==> config.mk <==
export PLATFORM = sky130hd
export DESIGN_NAME = gray_counter_flat
export DESIGN_NICKNAME = d
export VERILOG_FILES = /design/src/rtl/gray_pkg.sv /design/src/rtl/gray_counter_if.sv /design/src/rtl/binary_to_gray.sv /design/src/rtl/gray_counter.sv /design/src/flat_wrapper.sv
export SDC_FILE = /design/constraint.sdc
export NUM_CORES = 1
export LEC_CHECK = 0
export CORE_AREA = 2 2 39 41
export DETAILED_ROUTE_END_ITERATION = 6
export DIE_AREA = 0 0 41 43
export DONT_BUFFER_PORTS = 1
export SLEW_MARGIN = 10
export SYNTH_ARGS = -nofsm -noshare
export SYNTH_HDL_FRONTEND = slang
export SYNTH_HIERARCHICAL = 1
export SYNTH_SLANG_ARGS = --single-unit
==> constraint.sdc <==
create_clock -name clk -period 2.6 [get_ports clk]
set_clock_uncertainty 0.2 [all_clocks]
set_input_delay 0.78 -clock clk [delete_from_list [all_inputs] [get_ports clk]]
set_output_delay 0.78 -clock clk [all_outputs]
set_load 0.005 [all_outputs]
==> src/rtl/gray_pkg.sv <==
// Shared Gray-code definitions for the counter and its downstream converter.
// Reused by reference models that need the binary-to-Gray mapping.
package gray_pkg;

    localparam int GRAY_WIDTH_DEFAULT = 4;
    localparam int GRAY_WIDTH_MAX     = 16;

    // Gray encoding of a binary value, sized for the widest legal counter
    function automatic logic [GRAY_WIDTH_MAX-1:0] bin2gray(
        input logic [GRAY_WIDTH_MAX-1:0] bin
    );
        return bin ^ (bin >> 1);
    endfunction

endpackage

==> src/rtl/gray_counter_if.sv <==
// Control and result bundle of the Gray counter.
// The master drives the count controls; the slave returns the registered codes.
interface gray_counter_if
    import gray_pkg::*;
#(
    parameter int WIDTH = GRAY_WIDTH_DEFAULT
);

    logic             en;
    logic             up_dn;
    logic             load;
    logic [WIDTH-1:0] load_bin;
    logic [WIDTH-1:0] Grayout;
    logic [WIDTH-1:0] bin_out;
    logic             wrap;

    modport master (
        output en,
        output up_dn,
        output load,
        output load_bin,
        input  Grayout,
        input  bin_out,
        input  wrap
    );

    modport slave (
        input  en,
        input  up_dn,
        input  load,
        input  load_bin,
        output Grayout,
        output bin_out,
        output wrap
    );

endinterface

==> src/rtl/binary_to_gray.sv <==
// Combinational WIDTH-bit binary to Gray encoder.
// Feeds the D input of the counter's Gray register.
module binary_to_gray #(
    parameter int WIDTH = 4
) (
    input  logic [WIDTH-1:0] bin,
    output logic [WIDTH-1:0] gray
);

    assign gray = bin ^ (bin >> 1);

endmodule

==> src/rtl/gray_counter.sv <==
// Up/down counter with registered binary and Gray outputs and a wrap pulse.
// Define GRAY_CNT_SATURATE_EN to clamp at the limits instead of rolling over.
module gray_counter
    import gray_pkg::*;
#(
    parameter int WIDTH = GRAY_WIDTH_DEFAULT
) (
    input  logic           clk,
    input  logic           rst,
    gray_counter_if.slave  bus
);

    logic [WIDTH-1:0] bin_q;
    logic [WIDTH-1:0] gray_q;
    logic             wrap_q;

    logic [WIDTH-1:0] bin_d;
    logic [WIDTH-1:0] gray_d;
    logic             wrap_d;

    logic [WIDTH-1:0] step_val;
    logic             at_limit;

    // Neighbouring value and whether the step crosses the code-space edge
    always_comb begin
        step_val = bin_q;
        at_limit = 1'b0;
        if (bus.up_dn) begin
            step_val = bin_q + WIDTH'(1);
            at_limit = &bin_q;
        end else begin
            step_val = bin_q - WIDTH'(1);
            at_limit = (bin_q == '0);
        end
    end

    // Priority mux: load beats count, count beats hold
    always_comb begin
        bin_d  = bin_q;
        wrap_d = 1'b0;
        if (bus.load) begin
            bin_d  = bus.load_bin;
            wrap_d = 1'b0;
        end else if (bus.en) begin
`ifdef GRAY_CNT_SATURATE_EN
            if (at_limit) begin
                bin_d  = bin_q;
                wrap_d = 1'b1;
            end else begin
                bin_d  = step_val;
                wrap_d = 1'b0;
            end
`else
            bin_d  = step_val;
            wrap_d = at_limit;
`endif
        end
    end

    binary_to_gray #(
        .WIDTH (WIDTH)
    ) u_enc (
        .bin  (bin_d),
        .gray (gray_d)
    );

    // Binary, Gray and wrap registers share one edge; reset wins
    always_ff @(posedge clk) begin
        if (rst) begin
            bin_q  <= '0;
            gray_q <= '0;
            wrap_q <= 1'b0;
        end else begin
            bin_q  <= bin_d;
            gray_q <= gray_d;
            wrap_q <= wrap_d;
        end
    end

    assign bus.bin_out = bin_q;
    assign bus.Grayout = gray_q;
    assign bus.wrap    = wrap_q;

endmodule
==> src/flat_wrapper.sv <==
// flat-port wrapper written by rule: the top's interface ports become plain ports
module gray_counter_flat import gray_pkg::*;
#(
    parameter int WIDTH = GRAY_WIDTH_DEFAULT
)
  (clk, rst, bus_en, bus_up_dn, bus_load, bus_load_bin, bus_Grayout, bus_bin_out, bus_wrap);
  gray_counter_if #(.WIDTH(WIDTH)) bus_i ();
  input  logic clk;
  input  logic rst;
  input wire logic [$bits(bus_i.en)-1:0] bus_en;
  input wire logic [$bits(bus_i.up_dn)-1:0] bus_up_dn;
  input wire logic [$bits(bus_i.load)-1:0] bus_load;
  input wire logic [$bits(bus_i.load_bin)-1:0] bus_load_bin;
  output wire logic [$bits(bus_i.Grayout)-1:0] bus_Grayout;
  output wire logic [$bits(bus_i.bin_out)-1:0] bus_bin_out;
  output wire logic [$bits(bus_i.wrap)-1:0] bus_wrap;
  assign bus_i.en = bus_en;
  assign bus_i.up_dn = bus_up_dn;
  assign bus_i.load = bus_load;
  assign bus_i.load_bin = bus_load_bin;
  assign bus_Grayout = bus_i.Grayout;
  assign bus_bin_out = bus_i.bin_out;
  assign bus_wrap = bus_i.wrap;
  gray_counter #(.WIDTH(WIDTH)) u_core (.clk(clk), .rst(rst), .bus(bus_i));
endmodule
Yosys cells after proc, flatten, opt, wreduce, memory -nomap -nowiden:

Index checks and enable logic that the tools add are counted.

* mux-type cells: 4
* reduce and logical (&&, ||, !) cells: 3
* $add $sub $neg: 2
* bitwise logic cells: 2

Operators by type and width (number)
* 2-to-1 mux 4 bit: 3
* adder 4 x 1 -> 4 bit (second input constant): 1
* zero test 4 bit: 1
* AND reduction 4 bit: 1
* subtractor 4 x 1 -> 4 bit (second input constant): 1
* bitwise XOR 4 x 3 -> 4 bit: 1
* OR reduction 3 bit: 1
* 2-to-1 mux 1 bit: 1
* NOT 1 bit: 1

* bits in registers: 9
* input bits: 9
* output and inout port bits: 9

Longest topological paths before layout:

* word-level depth: 5
* depth in mapped cells: 7
* mapped depth without buffers: 7

Modules after synthesis:

The synthesis kept the hierarchy.

By module, submodules not included
* gray_counter: cells an instance 47, area each 481.7 um^2, times used 1
* binary_to_gray: cells an instance 4, area each 33.8 um^2, times used 1

Worst setup path before layout:

No wires, ideal clock.

* path type: input-to-reg
* start point: input bus_up_dn
* end point: register u_core.gray_q[2] (netlist: u_core/bus.Grayout[2])
* path slack: 0.285 ns
* buffers on the path: 0
* library setup time: 0.114 ns
* stages: 7
* arrival time: 2.002 ns
* cells stage by stage: inv_1 fa_1 xor2_1 mux2i_1 o21ai_0 xor2_1 nor2b_1

* longest elaborated chain between the ends: 4

RTL lines
* start: declaration: line flat_wrapper.sv:11 `input wire logic [$bits(bus_i.up_dn)-1:0] bus_up_dn;`
* 2-to-1 mux 4 bit: line gray_counter.sv:28 `if (bus.up_dn) begin`
* 2-to-1 mux 4 bit: line gray_counter.sv:44 `end else if (bus.en) begin`
* 2-to-1 mux 4 bit: line gray_counter.sv:41 `if (bus.load) begin`
* via u_core.bin_d[2]: line gray_counter.sv:17 `logic [WIDTH-1:0] bin_d;`
* bitwise XOR 4 x 3 -> 4 bit: line binary_to_gray.sv:10 `assign gray = bin ^ (bin >> 1);`
* via u_core.gray_d[2]: line gray_counter.sv:18 `logic [WIDTH-1:0] gray_d;`
* end signal: assignment: line gray_counter.sv:75 `gray_q <= gray_d;`
* end: declaration: line gray_counter.sv:14 `logic [WIDTH-1:0] gray_q;`

The timed path passes the listed nets, and every way through them passes these cells.
A chain may end at the register's enable or synchronous reset.

Final worst setup path:

* start point: input bus_up_dn
* end point: register u_core.gray_q[1] (netlist: u_core/bus.Grayout[1])

The elaborated chain is that of the path after synthesis.

==> flow_results.org <==
** Drt
- Dividing the detail-routed via count by the number of cells gives around 5.
- Number of antenna-violating nets in the routed design :: 0
- Number of search-and-repair iterations in the first detailed-routing pass :: 3
- Drt initial violations :: 2
- Detailed routing inserted a total of between 300 and 400 vias.
- Dividing the detail-routed wire length by the instance count gives about 12 µm.
- In the routed design, unresolved DRC markers number 0.
- Wires add up to about 850 µm.

** Critical path
- Worst setup EP type :: flip-flop
- Critical-path cell list :: inv_1 -> fa_1 -> xor2_1 -> mux2i_1 -> o21ai_0 -> xor2_1 -> nor2b_1
- For the worst setup path, the data required time is around 2.6 ns.
- The largest individual stage delay along the critical path comes from the cell sky130_fd_sc_hd__fa_1.
- The startpoint identified for the worst register-to-register timing path is u_core/bus.bin_out[0]$_SDFF_PP0_.
- STA classifies the critical path startpoint as an input pin.
- Most common cell type on the critical path :: sky130_fd_sc_hd__xor2_1
- Worst EP arrival :: between 2 and 2.5 ns
- Worst setup startpoint :: bus_up_dn
- Worst path max stage delay :: 0.43 ns
- Counting both buffers and inverters, the worst setup path holds a total of 1.
- In this run the worst path has a maximum fanout of 4.
- Broken down by cell family, the worst path's largest delay share belongs to adder cells.
- The worst setup path is of the input pin to flip-flop kind.

** Global routing
- Entering global routing, the biggest net connects 11 pins.
- Initial antenna violation count :: 0
- The first global-routing pass estimated approximately 1.4 mm of wire.
- Total congestion overflow after global routing :: 0
- Number of global-route vias before repair :: around 320
- GRT Util Overall :: between 10% and 20%

** Power and ir drop
- Peak supply drop :: between 0.0003 and 0.0004 V
- Dividing total power by cell area gives a power density of 617 nW/µm².
- Static Leakage :: approximately 0.22 nW
- Total power draw :: approximately 0.33 mW

** Synthesis
- Synthesized netlist cell count :: roughly 50
- Avg Cell Area, Syn :: ~10 µm²
- Synthesis inferred 9 register bits.
- Primary flip-flop cell chosen by synthesis mapping :: sky130_fd_sc_hd__dfxtp_1
- After synthesis the cells add up to between 500 and 600 µm².
- Number of enable flip-flop cells after synthesis :: 0
- Sequential-to-total area share from yosys stat :: a little over a third
- Number of nets in the synthesized netlist :: 63
- Number of warnings issued by yosys :: 6
- Share of async-settable or async-resettable flops after synthesis :: 0%
- Netlist cell types :: 27

** Cells and area
- Proportion of layout cells with a drive suffix above 1 :: between 10% and 20%
- Fill cells in the final layout number between 150 and 200.
- Summing all non-filler instances in the final layout gives an area of 536 µm².
- # nets final :: 65
- Number of diodes :: 0
- Layout overhead on the synthesized area :: 3.88%

** Clocking
- After clock tree synthesis, the clock-pin slew on the worst setup and hold paths is roughly 0.06 ns.
- TritonCTS created 3 clock buffers.
- Post_cts resized :: 0
- Clk sink count :: 9
- In this run the post-CTS setup repair buffer count came out at 0.
- In this run the number of H-tree levels came out at 1.
- At the later pin of the worst-skew pair, clock insertion delay measures between 0.2 and 0.3 ns.
- Counting along the longest clock path gives a buffer depth of 2.
- For this design, the CTS-stage hold fixing added 0 buffers.
- Clock tree from TritonCTS :: built
- In this run the clock root is driven by a sky130_fd_sc_hd__clkbuf_4.

** STA
- Setup TNS :: 0 ns
- At the pin with the least slew margin, the transition time is about 0.36 ns.
- The number of slew-limit violations in the final report is 0.
- Highest attainable clock frequency :: between 0.4 and 0.5 GHz
- Setup repair after global routing left no endpoint under its margin.
- Max-slew headroom at the worst pin :: roughly three quarters
- Setup violations remaining at the end of the flow were counted as 0.
- Final Hold Violating Endpoints :: 0
- Period utilization :: 81.3%
- The worst path in the final design needs a cycle of ~2.1 ns, including I/O delays and setup.

** Placement
- Instance area at placement :: around 510 µm²
- Number of input and output port buffers inserted :: 0
- At the end of routability-driven placement, the weighted congestion stood at roughly 0.70.

** Run status
- Status :: finished clean

** Floorplanning
- Rows :: 14
- The die is ~43 µm tall.
- The die covers 1760 µm².
- Initial Utilization :: 37.3%
- Count of boundary I/O pins :: 18
- In this run the standard cell core region covers roughly 1400 µm².
- The die is a little over 40 µm wide.

** Min path
- In this run the worst hold path is classified as input pin to flip-flop.
- The startpoint identified for the worst hold timing path is rst.

** Job
- Number of maximum-capacitance constraint violations :: 0
==> logic make-up after synthesis <==
logic type      Yosys count  share of synthesized area, %
fa+ha+maj                 3                          8.74
compound gates            8                          11.2
flops                     9                          35.0
buf+inv                   4                          5.82
xor+xnor                  6                          10.2
mux                       3                          5.83
simple gates             18                          23.3
==> worst reg2reg max path, stage by stage, from the launching register on <==
cell and delay, ns:
sky130_fd_sc_hd__dfxtp_1 0.39, sky130_fd_sc_hd__fa_1 0.42, sky130_fd_sc_hd__xor2_1 0.13, sky130_fd_sc_hd__mux2i_1 0.09
sky130_fd_sc_hd__o21ai_0 0.32, sky130_fd_sc_hd__xor2_1 0.17, sky130_fd_sc_hd__nor2b_1 0.13
==> flip-flops by register name, summed over array words and instances, names as in the netlist <==
signal and cells:
u_core/bus.bin_out 4, u_core/bus.wrap 1, u_core/bus.Grayout 4
==> area by class of cell <==
class                      count  area [µm²]  share of cell area [%]
sequential                     9         180                    33.6
tap                           16        20.0                    3.74
clock buffer                   4        26.3                    4.91
inverter                       1        3.75                   0.701
multi-input combinational     38         305                    57.0
==> cell usage after synthesis (2+ instances only) <==
| library cell | count | share of area (%) |
|---|---|---|
| sky130_fd_sc_hd__nor2b_1 | 6 | 7.3 |
| sky130_fd_sc_hd__buf_4 | 2 | 2.9 |
| sky130_fd_sc_hd__nand2_1 | 3 | 2.2 |
| sky130_fd_sc_hd__xor2_1 | 5 | 8.5 |
| sky130_fd_sc_hd__dfxtp_1 | 9 | 35 |
| sky130_fd_sc_hd__ha_1 | 2 | 4.9 |
| sky130_fd_sc_hd__o21ai_0 | 2 | 1.9 |
| sky130_fd_sc_hd__mux2i_1 | 3 | 5.8 |
==> where the power goes <==
group	internal, mW	switching [mW]	total [mW]
Clock	0.0589	0.0444	0.103
Combinational	0.0343	0.0261	0.0604
Sequential	0.153	0.0137	0.167
==> placed cells by master (no fill, tap or decap) <==
master and instances:
sky130_fd_sc_hd__o21ai_0 2, sky130_fd_sc_hd__nor3b_1 1, sky130_fd_sc_hd__clkbuf_4 3, sky130_fd_sc_hd__a211oi_1 1, sky130_fd_sc_hd__nand2b_1 1, sky130_fd_sc_hd__ha_1 2
sky130_fd_sc_hd__nand2_1 3, sky130_fd_sc_hd__mux2i_1 3, sky130_fd_sc_hd__and4_1 1, sky130_fd_sc_hd__o21ai_1 1, sky130_fd_sc_hd__inv_1 1, sky130_fd_sc_hd__o22ai_1 1
sky130_fd_sc_hd__xor2_1 5, sky130_fd_sc_hd__clkbuf_1 1, sky130_fd_sc_hd__fa_1 1, sky130_fd_sc_hd__nor4_1 1, sky130_fd_sc_hd__nor4_2 1, sky130_fd_sc_hd__nor2b_1 6
sky130_fd_sc_hd__nand3_1 1, sky130_fd_sc_hd__or2_2 1, sky130_fd_sc_hd__a21bo_4 1, sky130_fd_sc_hd__a21oi_1 1, sky130_fd_sc_hd__xnor2_1 1, sky130_fd_sc_hd__o31ai_1 1
sky130_fd_sc_hd__dfxtp_1 9, sky130_fd_sc_hd__and4b_4 1, sky130_fd_sc_hd__nor3_1 1
==> metal layers <==
layer	part of all wire, %	vias up	wire length, µm	global-route usage, %
li1	-	179	-	-
met1	40	152	341	15.0
met2	52	13	438	17.5
met3	8.1	0	69	8.38
met4	0	0	0	2.00
met5	0	-	0	0
==> per-stage QoR <==
| step | setup slack [ns] | hold slack (ns) | instances | util, % |
|---|---|---|---|---|
| 2_1_floorplan | 0.285 | 0.383 | 51 | - |
| 3_3_place_gp | 0.214 | 0.465 | 64 | 36.8 |
| 3_5_place_dp | 0.197 | 0.470 | 64 | 36.8 |
| 4_1_cts | 0.480 | 0.369 | 68 | 38.7 |
| 5_1_grt | 0.333 | 0.365 | 68 | 38.7 |
| 6_report | 0.485 | 0.387 | 68 | 38.7 |
==> final timing paths <==
check                                                         to  depth (start not counted)  slack [ns]
worst max-delay path            u_core/bus.Grayout[1]$_SDFF_PP0_                          7        0.48
worst min register to register        u_core/bus.wrap$_SDFF_PP0_                          2        0.46
worst max register to register  u_core/bus.Grayout[1]$_SDFF_PP0_                          6        0.69
worst min-delay path            u_core/bus.bin_out[3]$_SDFF_PP0_                          1        0.39
(Power assumes the default switching activity.)
